--- src/rtl/dyt_sram_arb.sv ---
// dyt_sram_arb: round-robin arbiter sharing one block-SRAM port among
// NUM_PORTS requesters, with LATENCY wait cycles per access, byte write
// enables and a one-cycle per-port ready pulse on completion.
// Optional: define DYT_SRAM_MISALIGN_CHK_EN to add req_err and reject
// misaligned addresses instead of silently aligning them.
module dyt_sram_arb #(
    parameter int NUM_PORTS = 2,
    parameter int ADDR_W    = 32,
    parameter int DATA_W    = 32,
    parameter int LATENCY   = 1
) (
    input  logic                          CLK,
    input  logic                          nRST,
    input  logic [NUM_PORTS-1:0]          req_ren,
    input  logic [NUM_PORTS-1:0]          req_wen,
    input  logic [NUM_PORTS*ADDR_W-1:0]   req_addr,
    input  logic [NUM_PORTS*DATA_W-1:0]   req_wdata,
    input  logic [NUM_PORTS*DATA_W/8-1:0] req_strb,
    output logic [DATA_W-1:0]             req_rdata,
    output logic [NUM_PORTS-1:0]          req_ready,
    output logic [ADDR_W-1:0]             sram_address,
    output logic [DATA_W-1:0]             sram_w_data,
    output logic [DATA_W/8-1:0]           sram_be,
    output logic                          sram_ren,
    output logic                          sram_wen,
    input  logic [DATA_W-1:0]             sram_r_data
`ifdef DYT_SRAM_MISALIGN_CHK_EN
    ,
    output logic [NUM_PORTS-1:0]          req_err
`endif
);

    localparam int STRB_W = DATA_W / 8;
    localparam int PTR_W  = (NUM_PORTS > 1) ? $clog2(NUM_PORTS) : 1;
    localparam int CNT_W  = (LATENCY > 1) ? $clog2(LATENCY) : 1;
    // Byte-offset bits of an address within one data word
    localparam logic [ADDR_W-1:0] LSB_MASK = ADDR_W'(STRB_W - 1);

    typedef enum logic [1:0] {
        IDLE,
        ACCESS,
        DONE
    } state_t;

    state_t              state_q, state_d;
    logic [PTR_W-1:0]    rr_q, rr_d;
    logic [PTR_W-1:0]    grant_q, grant_d;
    logic [CNT_W-1:0]    cnt_q, cnt_d;
    logic                op_wr_q, op_wr_d;
    logic [ADDR_W-1:0]   addr_q, addr_d;
    logic [DATA_W-1:0]   wdata_q, wdata_d;
    logic [STRB_W-1:0]   be_q, be_d;
    logic [DATA_W-1:0]   rdata_q, rdata_d;
`ifdef DYT_SRAM_MISALIGN_CHK_EN
    logic                err_q, err_d;
`endif

    logic                any_req;
    logic [PTR_W-1:0]    sel;
    logic                sel_wen;
    logic [ADDR_W-1:0]   sel_addr;
    logic [DATA_W-1:0]   sel_wdata;
    logic [STRB_W-1:0]   sel_strb;

    // Round-robin pick: first requester at/after rr_q, then wrap from port 0
    always_comb begin
        any_req = 1'b0;
        sel     = '0;
        for (int unsigned i = 0; i < NUM_PORTS; i++) begin
            if (!any_req && (i >= 32'(rr_q)) && (req_ren[i] || req_wen[i])) begin
                any_req = 1'b1;
                sel     = PTR_W'(i);
            end
        end
        for (int unsigned i = 0; i < NUM_PORTS; i++) begin
            if (!any_req && (req_ren[i] || req_wen[i])) begin
                any_req = 1'b1;
                sel     = PTR_W'(i);
            end
        end
    end

    // Mux out the selected port's request fields
    always_comb begin
        sel_wen   = 1'b0;
        sel_addr  = '0;
        sel_wdata = '0;
        sel_strb  = '0;
        for (int unsigned i = 0; i < NUM_PORTS; i++) begin
            if (PTR_W'(i) == sel) begin
                sel_wen   = req_wen[i];
                sel_addr  = req_addr[i*ADDR_W +: ADDR_W];
                sel_wdata = req_wdata[i*DATA_W +: DATA_W];
                sel_strb  = req_strb[i*STRB_W +: STRB_W];
            end
        end
    end

    // Next-state logic: grant in IDLE, count wait states in ACCESS
    always_comb begin
        state_d = state_q;
        rr_d    = rr_q;
        grant_d = grant_q;
        cnt_d   = cnt_q;
        op_wr_d = op_wr_q;
        addr_d  = addr_q;
        wdata_d = wdata_q;
        be_d    = be_q;
        rdata_d = rdata_q;
`ifdef DYT_SRAM_MISALIGN_CHK_EN
        err_d   = err_q;
`endif
        case (state_q)
            IDLE: begin
                if (any_req) begin
                    grant_d = sel;
                    rr_d    = (32'(sel) == NUM_PORTS - 1) ? '0 : sel + 1'b1;
                    op_wr_d = sel_wen;
                    addr_d  = sel_addr & ~LSB_MASK;
                    wdata_d = sel_wdata;
                    be_d    = sel_wen ? sel_strb : '1;
                    cnt_d   = CNT_W'(LATENCY - 1);
`ifdef DYT_SRAM_MISALIGN_CHK_EN
                    err_d   = |(sel_addr & LSB_MASK);
                    state_d = (|(sel_addr & LSB_MASK)) ? DONE : ACCESS;
`else
                    state_d = ACCESS;
`endif
                end
            end
            ACCESS: begin
                if (cnt_q == '0) begin
                    if (!op_wr_q) begin
                        rdata_d = sram_r_data;
                    end
                    state_d = DONE;
                end else begin
                    cnt_d = cnt_q - 1'b1;
                end
            end
            DONE: begin
                state_d = IDLE;
            end
            default: begin
                state_d = IDLE;
            end
        endcase
    end

    // State and datapath registers
    always_ff @(posedge CLK or negedge nRST) begin
        if (!nRST) begin
            state_q <= IDLE;
            rr_q    <= '0;
            grant_q <= '0;
            cnt_q   <= '0;
            op_wr_q <= 1'b0;
            addr_q  <= '0;
            wdata_q <= '0;
            be_q    <= '0;
            rdata_q <= '0;
`ifdef DYT_SRAM_MISALIGN_CHK_EN
            err_q   <= 1'b0;
`endif
        end else begin
            state_q <= state_d;
            rr_q    <= rr_d;
            grant_q <= grant_d;
            cnt_q   <= cnt_d;
            op_wr_q <= op_wr_d;
            addr_q  <= addr_d;
            wdata_q <= wdata_d;
            be_q    <= be_d;
            rdata_q <= rdata_d;
`ifdef DYT_SRAM_MISALIGN_CHK_EN
            err_q   <= err_d;
`endif
        end
    end

    assign sram_address = addr_q;
    assign sram_w_data  = wdata_q;
    assign sram_be      = be_q;
    assign req_rdata    = rdata_q;
    // Strobes decode from state so an async reset drops them at once
    assign sram_ren     = (state_q == ACCESS) && !op_wr_q;
    assign sram_wen     = (state_q == ACCESS) && op_wr_q;

    // One-hot completion pulse for the granted port while in DONE
    always_comb begin
        req_ready = '0;
        for (int unsigned i = 0; i < NUM_PORTS; i++) begin
            if ((state_q == DONE) && (PTR_W'(i) == grant_q)) begin
                req_ready[i] = 1'b1;
            end
        end
    end

`ifdef DYT_SRAM_MISALIGN_CHK_EN
    // Error pulse accompanies ready for a rejected misaligned request
    always_comb begin
        req_err = '0;
        for (int unsigned i = 0; i < NUM_PORTS; i++) begin
            if ((state_q == DONE) && err_q && (PTR_W'(i) == grant_q)) begin
                req_err[i] = 1'b1;
            end
        end
    end
`endif

endmodule

--- config.mk ---
export PLATFORM = sky130hd
export DESIGN_NAME = dyt_sram_arb
export DESIGN_NICKNAME = d
export VERILOG_FILES = /design/src/rtl/dyt_sram_arb.sv
export SDC_FILE = /design/constraint.sdc
export NUM_CORES = 1
export LEC_CHECK = 0
export CAP_MARGIN = 0
export CORE_ASPECT_RATIO = 0.5
export CORE_UTILIZATION = 34
export DETAILED_ROUTE_END_ITERATION = 6
export PLACE_DENSITY = 0.76
export SLEW_MARGIN = 0
export SYNTH_ARGS = -nofsm -noshare
export SYNTH_HDL_FRONTEND = slang
export SYNTH_SLANG_ARGS = --single-unit
--- constraint.sdc ---
create_clock -name CLK -period 1.4 [get_ports CLK]
set_input_delay 0.14 -clock CLK [delete_from_list [all_inputs] [get_ports CLK]]
set_output_delay 0.14 -clock CLK [all_outputs]
set_load 0.02 [all_outputs]
# --- After elaboration in Yosys (flattened, before gate mapping) ---
# Index checks and enable logic that the tools add are counted.
op_classes:
  shifts: 0
  eq_ne: 4
  add_sub_neg: 2
  n_bitwise: 3
  mul: 0
  mux: 21
  div: 0
  reduce_logical: 20
  order_cmp: 1
op_table:
  columns: ["cell", "n"]
  rows:
  - ["two-way mux 32 bit", 2]
  - ["two-way mux 1 bit", 13]
  - ["logical AND 1 bit", 8]
  - ["two-way mux 4 bit", 2]
  - ["AND reduction 2 bit", 3]
  - ["zero test 1 bit", 4]
  - ["two-way mux 2 bit", 2]
  - ["!= test 2 bit (second input constant)", 2]
  - ["case mux 2 bit (2 select lines)", 1]
  - ["NOT 1 bit", 3]
  - ["AND reduction 3 bit", 1]
  - ["== test 2 x 1 -> 1 bit (second input constant)", 1]
  - ["== test 2 bit (second input constant)", 1]
  - ["zero test 2 bit", 1]
  - ["logical OR 1 bit", 2]
  - ["case mux 1 bit (2 select lines)", 1]
  - ["nonzero test 2 bit", 1]
  - ["adder 1 bit (second input constant)", 1]
  - [">= comparator 1 bit (first input constant)", 1]
  - ["subtractor 1 bit (second input constant)", 1]
word_totals:
  romBits: 0
  inputBits: 174
  elab_cells: 60
  latch_bits: 0
  reg_bits: 104
  ramBits: 0
  mem_count: 0

# --- Longest topological paths before layout ---
# Gate-level depths: netlist of the first run.
logic_depth:
  depth_word: 14
  mapped_depth: 7
  mapped_depth_nobuf: 3

# --- Least setup slack after synthesis of the first run ---
# Ideal clock, no wire load.
synth_path:
  kind: "register to register"
  startpoint: "reg state_q[0]"
  endpoint: "reg rdata_q[23], in the netlist req_rdata[23]"
  t_required_ns: 1.275
  setup_slack_ns: -0.211
  setup_ns: 0.125
  n_path_buf: 2
  stages_incl_launch_ff: 6
  synth_period_minus_slack_ns: 1.611
  t_arrival_ns: 1.486
  cell_sequence: "dfrtp_1 nor2b_1 nor2b_1 clkbuf_1 buf_2 mux2_2"
synth_via:
  elab_chain_cells: 2
synth_lines:
  columns: ["item", "line_no", "rtl"]
  rows:
  - ["start: declaration", "45", "state_t state_q, state_d;"]
  - ["start signal: assignment", "166", "state_q <= state_d;"]
  - ["== test 2 x 1 -> 1 bit", "113", "case (state_q)"]
  - ["AND reduction 3 bit (no line)", null, null]
  - ["end signal: assignment", "174", "rdata_q <= rdata_d;"]
  - ["end: declaration", "53", "logic [DATA_W-1:0] rdata_q, rdata_d;"]
# No other way between the ends.
# A chain may end at the register's enable or synchronous reset.

# --- Final worst setup path of the first run ---
layout_path:
  startpoint: "reg state_q[0]"
  endpoint: "reg be_q[0], in the netlist sram_be[0]"
layout_via:
  elab_chain_cells: 2
layout_lines:
  columns: ["item", "line_no", "rtl"]
  rows:
  - ["zero test 2 bit", "113", null]
  - ["AND reduction 2 bit (no line)", null, null]
  - ["end signal: assignment", "160", "be_q <= '0;"]
  - ["end signal: assignment", "173", "be_q <= be_d;"]
  - ["end: declaration", "52", "logic [STRB_W-1:0] be_q, be_d;"]
# No other way between the ends.

==> impl_results.md, run 1 <==
* First-pass GRT wire length at 28900 um
* Pint at 12.4 mW
* Switching share of power at 0.425
* Layout cell share with drive strength beyond 1 at 0.242
* CTS Root Cell: clkbuf_16
* DRC at 0
* CORE AREA at about 14000 um^2
* Die area at 14400 um^2
* PwrDens at 2340 nW/um^2
* Multi-input logic area at 2500 um^2
* CP most frequent cell: buf_6
* Yosys cell types at 25
* Num ports at 278
* Clk sink count at 103
* Grt total ovfl at 0
* Proportion of synthesized chip area in sequential cells at 0.544
* CP max stage cell: dfrtp_1
* WS Path Type: reg2reg
* Clk_lat worst skew at 0.35 ns
* Worst Skew at about 0.0078 ns
* Routed wire length at 21300 um
* Crit-path cells: buf_6, buf_6, nor2_4, buf_6, buf_12, clkbuf_16, a21oi_2, a41oi_2
* Delay of the slowest cell on the worst path at 0.41 ns
* Pin count of the biggest net entering global routing at 51
* Vias in the first global route at 5180
* Die width at approximately 170 um
* Fin cells at 960
* Ant diodes at 0
* Fill count at 980
* TritonCTS Buffers at 9
* RSZ-0062 raised after global routing: true
* Vias/cell at 5.80
* Comb power frac at 0.620
* CP startpoint kind: flip-flop
* Worst setup path start: state_q[0]
* Net Switching at 9.19 mW
* Chip height at 85.5 um
* Most numerous cell in the Yosys netlist: dfrtp_1
* Crit path capture type: flip-flop
* Final setup viols at 105
* Synth warn at 0
* P_leak at 3.69 nW
* Layout Utilization at 0.679
* CTS Buffer Depth at 2
* Synth top area share at 0.544
* Detail Placement HPWL at 12100 um
* Tmin final at between 1.5 and 2 ns
* Placed instance count at 917
* Status: finished, violations left
* Async SR Flop Fraction at 1.00
* CP required at 1.67 ns
* Worst R2R Path Depth at 8
* Vias at 5565
* Clock tree from TritonCTS: yes
* # port buffers at roughly 270
* Row cnt at 30
* RR Startpoint: state_q[0]
* Max Fanout on Critical Path at 6
* Setup WS post-layout at -0.158 ns
* Final hold violations at 0
* Top FF cell, synth: dfrtp_1
* Failing checks: setup timing
* Worst Hold Class: in2async
* Detailed router's first-iteration violation count at 475
* Drt first pass iters at 5
* Syn_area_per_cell at 9.92 um^2
* GP Congestion at 0.820
* Peak supply drop at 939 uV
* Area growth syn-to-layout at 94.7%
* Clk pwr share at 0.124
* Total of max-cap violations at 0
* Max Fclk at about 640 MHz
* Count of pins over their slew limit at 0
* FF-to-FF setup slack at -0.16 ns
* Syn Std Cell Area at 4740 um^2
* Total Power at 21.6 mW
* EDFF count, synth at 0
* Critical path arrival at roughly 1.8 ns
* Initial core utilization at 0.349
* Clock-pin slew on the worst setup and hold paths at 0.08 ns
* Period utilisation layout at 1.11
* Synth top area cells: dfrtp_1 54%, a31oi_1 8.2%, mux2_2 7.8%, nand3_1 7.1%, o21ai_0 7.1%
* Sequential power share at 0.257
* Seq. cell area at ~2600 um^2
* GRT Util Overall at 0.261
* FF+latch count, synth at about 100
* H-tree Lvls at 3
* Final nets at approximately 940
* Post-Place Worst Slack at -0.609 ns
* Wirelength per Cell at 22.2 um
* List of most frequent post-synthesis cells: 103 x dfrtp_1, 67 x nand3_1, 67 x o21ai_0, 66 x a21oi_1, 62 x a31oi_1
* Routed Antenna Nets at 0
* R2r endpoint: sram_be[0]
* Mapped Cells at between 400 and 500
* Synth area leader: dfrtp_1
* Antenna violations before repair at 0
-- critical path, delay by kind of cell (launching register included) --
kind | cells | cell delay (ns)
and+or+nand+nor | 1 | 0.12
DFF | 1 | 0.41
buffers and inverters | 5 | 0.71
AOI/OAI and AO/OA | 2 | 0.24
-- through the flow --
| stage | hold slack, ns | TNS [ns] | area [um^2] |
|---|---|---|---|
| 6_report | 0.221 | -8.34 | 9230 |
| 5_1_grt | 0.238 | -12.68 | 9230 |
| 4_1_cts | 0.231 | -2.11 | 8740 |
| 3_5_place_dp | 0.0507 | -43.73 | 7880 |
| 3_3_place_gp | 0.0441 | -42.30 | 7880 |
| 2_1_floorplan | -0.156 | -2.38 | 4810 |
-- layout by cell type (no fill, tap or decap), drive strengths merged --
master	synthesis	final
nand3	67	67
o21ai	67	67
buf	11	59
nor2b	2	2
inv	1	6
dlygate4sd3	0	1
clkbuf	47	14
or2	1	1
a21oi	66	66
dfrtp	103	103
o21ba	1	1
conb	1	2
nor2	3	3
dlygate4sd2	0	101
o21bai	1	1
clkinvlp	0	1
a2bb2oi	1	1
or4	1	1
bufinv	0	1
o21a	1	1
a21boi	1	1
nor3b	2	2
and2	2	2
clkdlybuf4s50	0	165
mux2	33	33
a31oi	62	62
a41oi	4	4
-- power groups by stage --
stage          Combinational, mW  Sequential (mW)  Clock [mW]
2_1_floorplan               3.61             7.10           0
3_3_place_gp                10.1             5.34           0
3_5_place_dp                10.3             5.42           0
4_1_cts                     11.8             5.36        2.68
5_1_grt                     13.9             5.72        2.82
6_report                    13.4             5.56        2.67
-- registers in the layout, indices dropped and copies added, names as in the netlist --
name          flops
req_rdata        32
sram_w_data      32
sram_address     30
sram_be           4
state_q           2
grant_q           1
op_wr_q           1
rr_q              1
-- worst max-delay path by stage --
stage	to	slack, ns	cells past startpoint
after CTS	sram_ren	-0.11	4
final	sram_be[0]	-0.16	8
after global routing	sram_be[0]	-0.18	8
after floorplan	sram_address[11]	-0.08	7
after detailed placement	sram_w_data[8]	-0.61	5
after global placement	sram_be[0]	-0.58	5
-- layer usage --
metal | routed length (um) | global-route usage
met2 | 10400 | 0.441
met1 | 8390 | 0.336
met3 | 1370 | 0.0508
met4 | 1150 | 0.0958
met5 | 0 | 0
-- repair_timing --
item,4_1_cts,5_1_grt
pin swaps,8,4
hold endpoints to repair,25,0
cloned,11,5
gates resized for setup,193,87
endpoints found under the setup margin,204,105
hold buffers,1,0
setup buffers,13,1
-- final cells by class --
cell class	count	share of cell area
Timing Repair Buffer	331	0.389
Sequential cell	103	0.279
Multi-Input combinational cell	317	0.271
Tap cell	192	0.0260
Clock buffer	9	0.0244
Clock inverter	7	0.00908
Inverter	1	0.000407
-- logic make-up after synthesis --
family	after synthesis	share of synthesized area
AO/OA/AOI/OAI	204	0.238
AND/OR/NAND/NOR	78	0.0845
multiplexers	33	0.0784
buffers and inverters	59	0.0541
flip-flops	103	0.544
other	1	0.000791
Note: power is estimated with default switching activity, not from simulation.
==> run 2, diff against run 1 <==
--- a/config.mk
+++ b/config.mk
@@ -9,7 +9,7 @@
 export CORE_ASPECT_RATIO = 0.5
 export CORE_UTILIZATION = 34
 export DETAILED_ROUTE_END_ITERATION = 6
-export PLACE_DENSITY = 0.76
+export PLACE_DENSITY = 0.87
 export SLEW_MARGIN = 0
 export SYNTH_ARGS = -nofsm -noshare
 export SYNTH_HDL_FRONTEND = slang
==> impl_results.md, run 2 (synthesized netlist as in run 1, its figures left out) <==
* Status: finished, violations left
* Max Fanout on Critical Path at 5 (-1)
* WS Path Type: reg2reg
* Clk sink count at 103 (unchanged)
* Wirelength per Cell at 22.2 um (about the same)
* Grt total ovfl at 0 (unchanged)
* # port buffers at 271 (unchanged)
* TritonCTS Buffers at 9 (unchanged)
* CTS Root Cell: clkbuf_16
* Final Cell Area at 9170 um^2 (-0.70%)
* Worst Hold Class: in2async
* Multi-input logic area at 2510 um^2 (+0.15%)
* First-pass GRT wire length at 29200 um (+1.0%)
* CP required at 1.65 ns (-0.02 ns)
* Clock tree from TritonCTS: yes
* Placed instance count at 923 (+0.65%)
* Vias at 5652 (+1.6%)
* Vias/cell at 5.86 (+1.1%)
* Die width at 169 um (unchanged)
* Die area at 14400 um^2 (unchanged)
* Antenna violations before repair at 0 (unchanged)
* Ant diodes at 0 (unchanged)
* Drt first pass iters at 5 (unchanged)
* RSZ-0062 raised after global routing: true
* Net Switching at 9.02 mW (-1.9%)
* Failing checks: setup timing
* Num ports at 278 (unchanged)
* Routed wire length at 21400 um (+0.45%)
* GP Congestion at 0.861 (+5.1%)
* RR Startpoint: state_q[1]
* Layout cell share with drive strength beyond 1 at 0.214 (-0.0285)
* Period utilisation layout at 1.14 (+0.0252)
* Total Power at 21.1 mW (-2.6%)
* Detailed router's first-iteration violation count at 662 (+39%)
* Worst R2R Path Depth at 6 (-2)
* Row cnt at 30 (unchanged)
* Switching share of power at 0.428 (+0.00306)
* CP startpoint kind: flip-flop
* Setup_tns at -6.20 ns (+2.15 ns)
* FF-to-FF setup slack at -0.19 ns (-0.04 ns)
* Most common cell after layout, fill and taps aside: clkdlybuf4s50_1
* Final hold violations at 0 (unchanged)
* Total of max-cap violations at 0 (unchanged)
* Post-Place Worst Slack at -0.650 ns (-0.0412 ns)
* CORE AREA at 13600 um^2 (unchanged)
* Placed Area at 7880 um^2 (unchanged)
* Routed Antenna Nets at 0 (unchanged)
* Max Fclk at 628 MHz (-2.2%)
* Final setup viols at 75 (-29%)
* Sequential power share at 0.258 (about the same)
* Peak supply drop at 1020 uV (+9.1%)
* Chip height at 85.5 um (unchanged)
* CTS Buffer Depth at 2 (unchanged)
* Comb power frac at 0.623 (+0.003)
* Pin count of the biggest net entering global routing at 43 (-16%)
* Vias in the first global route at 5319 (+2.7%)
* PwrDens at 2300 nW/um^2 (-1.9%)
* Clk pwr share at 0.119 (-0.005)
* Clock-pin slew on the worst setup and hold paths at 0.08 ns (about the same)
* Tmin final at 1.59 ns (+0.0352 ns)
* Critical path arrival at 1.84 ns (about the same)
* H-tree Lvls at 3 (unchanged)
* Crit path capture type: flip-flop
* R2r endpoint: req_rdata[4]
* Layout Utilization at 0.674 (-0.00479)
* Count of pins over their slew limit at 0 (unchanged)
* Detail Placement HPWL at 12800 um (+5.8%)
* Final nets at 941 (+0.43%)
* Initial core utilization at 0.349 (unchanged)
* Area growth syn-to-layout at 93.4%
* Setup WS post-layout at -0.193 ns (-0.0352 ns)
* Pint at 12.1 mW (-3.1%)
* P_leak at 3.71 nW (+0.42%)
* GRT Util Overall at 0.263 (+0.00155)
* Most frequent cells in the layout: 164 x clkdlybuf4s50_1, 102 x dfrtp_1, 102 x dlygate4sd2_1
* Seq. cell area at 2580 um^2 (about the same)
* Fill count at 939 (-4.2%)
* Minimum hold slack at 0.313 ns (+0.0920 ns)
* Worst Skew at 0.0205 ns (+0.0127 ns)
* Fin cells at 964 (+0.42%)
* Clk_lat worst skew at 0.36 ns (about the same)
* DRC at 0 (unchanged)
-- run 2: changes by cell type in the layout (fill, tap and decap cells not counted), sizes merged --
cell / before / now
clkinv: 0 / 2
and2: 2 / 3
clkdlybuf4s50: 165 / 164
buf: 59 / 62
dlygate4sd2: 101 / 102
inv: 6 / 4
clkinvlp: 1 / 2
bufinv: 1 / 0
-- run 2: power groups by stage --
| stage | clock network (mW) | logic [mW] | registers, mW |
|---|---|---|---|
| after floorplan | 0 | 3.61 | 7.10 |
| after detailed placement | 0 | 10.3 | 5.40 |
| after global placement | 0 | 10.1 | 5.31 |
| after global routing | 2.66 | 13.7 | 5.58 |
| final | 2.51 | 13.1 | 5.43 |
| after CTS | 2.50 | 10.9 | 5.33 |
-- run 2: cell type report --
class / instances / share of cell area
tap: 192 / 0.0262
inverter: 1 / 0.000410
sequential: 103 / 0.281
clock inverter: 7 / 0.00696
timing repair buffer: 334 / 0.387
clock buffer: 9 / 0.0246
multi-input combinational: 318 / 0.274
-- run 2: worst max-delay path by stage --
stage	from	endpoint	cells after the start
finish	state_q[1]	req_rdata[4]	6
global route	state_q[1]	req_rdata[30]	6
CTS	state_q[0]	sram_wen	5
detailed placement	req_wen[1]	sram_address[11]	5
global placement	req_wen[1]	sram_address[4]	5
floorplan	req_wen[1]	sram_address[11]	7
-- run 2: layer usage --
metal  track usage  part of all wire
met5             0                 0
met4         0.129             0.065
met3        0.0527             0.069
met2         0.450              0.48
met1         0.320              0.38
-- run 2: critical path, cell delays in order (launching register included) --
cell and delay (ns):
dfrtp_2 0.44, nor2b_4 0.15, nor2b_4 0.20, buf_12 0.15, buf_12 0.12, buf_16 0.11, mux2_4 0.30
-- run 2: timing repair --
action,4_1_cts,5_1_grt
hold buffers,1,0
cloned,7,5
endpoints found under the setup margin,203,105
hold endpoints to repair,25,0
gates resized for setup,188,67
pin swaps,4,4
setup buffers,8,7
==> run 3, diff against run 2 <==
--- a/config.mk
+++ b/config.mk
@@ -5,11 +5,12 @@
 export SDC_FILE = /design/constraint.sdc
 export NUM_CORES = 1
 export LEC_CHECK = 0
+export ABC_AREA = 1
 export CAP_MARGIN = 0
 export CORE_ASPECT_RATIO = 0.5
 export CORE_UTILIZATION = 34
 export DETAILED_ROUTE_END_ITERATION = 6
-export PLACE_DENSITY = 0.87
+export PLACE_DENSITY = 0.88
 export SLEW_MARGIN = 0
 export SYNTH_ARGS = -nofsm -noshare
 export SYNTH_HDL_FRONTEND = slang
==> impl_results.md, run 3 <==
* CTS Root Cell: clkbuf_16
* Antenna violations before repair at 1 (+1)
* Most common cell after layout, fill and taps aside: nand2_1
* CP required at 1.26 ns (-0.39 ns)
* Total of max-cap violations at 0 (unchanged)
* Pint at 9.52 mW (-21%)
* Grt total ovfl at 0 (unchanged)
* Period utilisation layout at 1.00 (-0.138)
* Placed instance count at 976 (+5.7%)
* PwrDens at 2170 nW/um^2 (-5.6%)
* Failing checks: DRC
* DRC at 4 (+4)
* # port buffers at 271 (unchanged)
* Post-Synth Adder-Cell Area at 0 (unchanged)
* Count of pins over their slew limit at 0 (unchanged)
* Tmin final at 1.40 ns (-0.194 ns)
* Clock tree from TritonCTS: yes
* GRT Util Overall at 0.215 (-0.0479)
* Largest family of logic cells by synthesized area: simple AND/OR/NAND/NOR gates
* Synth warn at 0 (unchanged)
* Comb power frac at 0.543 (-0.080)
* Yosys cell types at 20 (-20%)
* Worst setup path start: state_q[0]
* TritonCTS Buffers at 9 (unchanged)
* Mux share of post-synthesis cell area at 0 (-0.0784)
* Sequential power share at 0.307 (+0.049)
* Die width at 166 um (-1.5%)
* Status: finished, violations left
* Clk pwr share at 0.150 (+0.031)
* Layout cell share with drive strength beyond 1 at 0.116 (-0.0981)
* Vias/cell at 4.69 (-20%)
* RSZ-0062 raised after global routing: true
* Num ports at 278 (unchanged)
* Synth Area in XOR/XNOR at 0 (unchanged)
* Initial core utilization at 0.356 (+0.00716)
* Fill count at 1067 (+14%)
* Clk_lat worst skew at 0.35 ns (about the same)
* Final setup viols at 0 (-100%)
* Syn Std Cell Area at 4600 um^2 (-3.0%)
* Wirelength per Cell at 15.6 um (-30%)
* Async SR Flop Fraction at 1.00 (unchanged)
* Drt first pass iters at 6 (+1)
* Post-Synth Simple-Gate Area at 0.375 (+0.290)
* Crit path capture type: output pin
* EDFF count, synth at 0 (unchanged)
* Clock-pin slew on the worst setup and hold paths at 0.09 ns (about the same)
* Ant diodes at 0 (unchanged)
* R2r endpoint: sram_address[26]
* RR Startpoint: state_q[0]
* Synth top area cells: dfrtp_1 56%, nand2_1 25%, nand3_2 6.7%, nand3_1 3.7%, buf_6 2.0%
* Worst Hold Class: in2async
* GP Congestion at 0.891 (+3.5%)
* Worst R2R Path Depth at 6 (unchanged)
* Pin count of the biggest net entering global routing at 46 (+7.0%)
* Final Cell Area at 7900 um^2 (-14%)
* Worst Skew at 0.0138 ns (-0.00672 ns)
* Proportion of synthesized chip area in sequential cells at 0.561 (+0.0167)
* Syn_area_per_cell at 8.53 um^2 (-14%)
* Die area at 14000 um^2 (-2.9%)
* Seq. cell area at 2580 um^2 (about the same)
* Clk sink count at 103 (unchanged)
* Final hold violations at 0 (unchanged)
* Placed Area at 7590 um^2 (-3.7%)
* Most frequent cells in the layout: 311 x nand2_1, 168 x clkdlybuf4s50_1, 101 x dfrtp_1
* Setup crit end: sram_ren
* Most numerous cell in the Yosys netlist: nand2_1
* Multi-input logic area at 1810 um^2 (-28%)
* Layout Utilization at 0.612 (-0.0628)
* Peak supply drop at 867 uV (-15%)
* Net Switching at 7.62 mW (-16%)
* Routed Antenna Nets at 0 (unchanged)
* Complex-gate fraction of the synthesized area at 0.0103 (-0.228)
* CTS Buffer Depth at 2 (unchanged)
* FF-to-FF setup slack at 0.04 ns (+0.23 ns)
* Final nets at 999 (+6.2%)
* Vias in the first global route at 4839 (-9.0%)
* Vias at 4693 (-17%)
* P_leak at 4.02 nW (+8.5%)
* H-tree Lvls at 3 (unchanged)
* Max Fanout on Critical Path at 3 (-2)
* Chip height at 84.2 um (-1.5%)
* Area growth syn-to-layout at 71.8%
* Fin cells at 1000 (+3.7%)
* Critical path arrival at 1.26 ns (-0.58 ns)
* Detailed router's first-iteration violation count at 266 (-60%)
* List of most frequent post-synthesis cells: 312 x nand2_1, 103 x dfrtp_1, 34 x nand3_1, 31 x nand3_2, 15 x inv_1
* Routed wire length at 15600 um (-27%)
* Synth top area share at 0.561 (+0.0167)
* CP startpoint kind: flip-flop
* FF+latch count, synth at 103 (unchanged)
* Mapped Cells at 539 (+13%)
* Detail Placement HPWL at 11600 um (-9.3%)
* First-pass GRT wire length at 23700 um (-19%)
* Top FF cell, synth: dfrtp_1
* WS Path Type: reg2out
* Max Fclk at 715 MHz (+14%)
* CORE AREA at 12900 um^2 (-4.9%)
* Synth area leader: dfrtp_1
* Row cnt at 29 (-3.3%)
* Switching share of power at 0.444 (+0.0164)
==> run 3: cell types whose count changed in the layout (fill, tap and decap cells not counted), moves of 5 or more <==
cell     previous run  this run
buf_16              5         0
o21ai_0            64         1
nand3_2             1        31
a31oi_1            39         0
inv_1               1        13
buf_6              11         6
nand3_1            66        34
mux2_4             32         0
buf_12             19         7
a21oi_2             6         0
a21oi_1            60         2
nand2_1             0       311
a31oi_4            22         0
==> run 3: worst min-delay path by stage <==
stage / start / endpoint / slack, ns / cells past startpoint
CTS: nRST / req_rdata[12] / 0.25 / 2
finish: nRST / req_rdata[25] / 0.24 / 2
global route: nRST / req_rdata[15] / 0.27 / 2
detailed placement: nRST / sram_address[17] / 0.08 / 1
floorplan: nRST / grant_q / -0.16 / 0
global placement: nRST / sram_address[22] / 0.07 / 1
==> run 3: stage by stage <==
stage               setup TNS (ns)  setup WS (ns)  hold WS, ns  power [mW]
global placement            -11.03         -0.201       0.0742        14.9
finish                           0       0.000519        0.241        17.1
detailed placement          -13.03         -0.239       0.0792        15.2
CTS                        -0.0167        -0.0167        0.246        16.8
global route                -0.188        -0.0780        0.272        18.2
floorplan                        0          0.131       -0.156        10.5
==> run 3: repair_timing <==
action / 4_1_cts / 5_1_grt
gates cloned: 0 / 3
pin swaps: 1 / 5
buffers inserted: 0 / 4
hold endpoints to repair: 21 / 0
hold buffers: 1 / 0
endpoints found under the setup margin: 164 / 98
gates resized for setup: 121 / 16
==> run 3: worst max-delay path: stages, from the launching register on <==
cell,delay [ns]
dfrtp_2,0.43
inv_2,0.06
nor2_2,0.14
nand2_2,0.08
inv_2,0.07
buf_4,0.14
==> run 3: final cells by class <==
class	count	share of cell area
Tap cell	170	0.0269
Clock buffer	9	0.0285
Inverter	15	0.00713
Multi-Input combinational cell	395	0.229
Sequential cell	103	0.327
Timing Repair Buffer	301	0.372
Clock inverter	7	0.0103
==> run 3: per-layer routing <==
layer  global-route usage  vias up  routed length (um)
li1                     -     2240                   -
met1                0.230     2256                5960
met2                0.408      137                8340
met3               0.0401       58                 586
met4                0.112        2                 708
met5                    0        -                  13
==> run 3: cell families (layout without fill, tap and decap cells) <==
family / count (synthesis) / count (layout)
buffers and inverters: 42 / 332
flip-flops: 103 / 103
other: 1 / 2
AND/OR/NAND/NOR: 388 / 388
AO/OA/AOI/OAI: 5 / 5
==> run 3: power by group through the flow <==
stage                     clock (mW)  sequential, mW  combinational, mW
after global routing            2.74            5.43               10.0
after global placement             0            5.24               9.67
after detailed placement           0            5.30               9.93
after floorplan                    0            6.94               3.58
final                           2.57            5.25               9.31
after CTS                       2.62            5.23               9.00
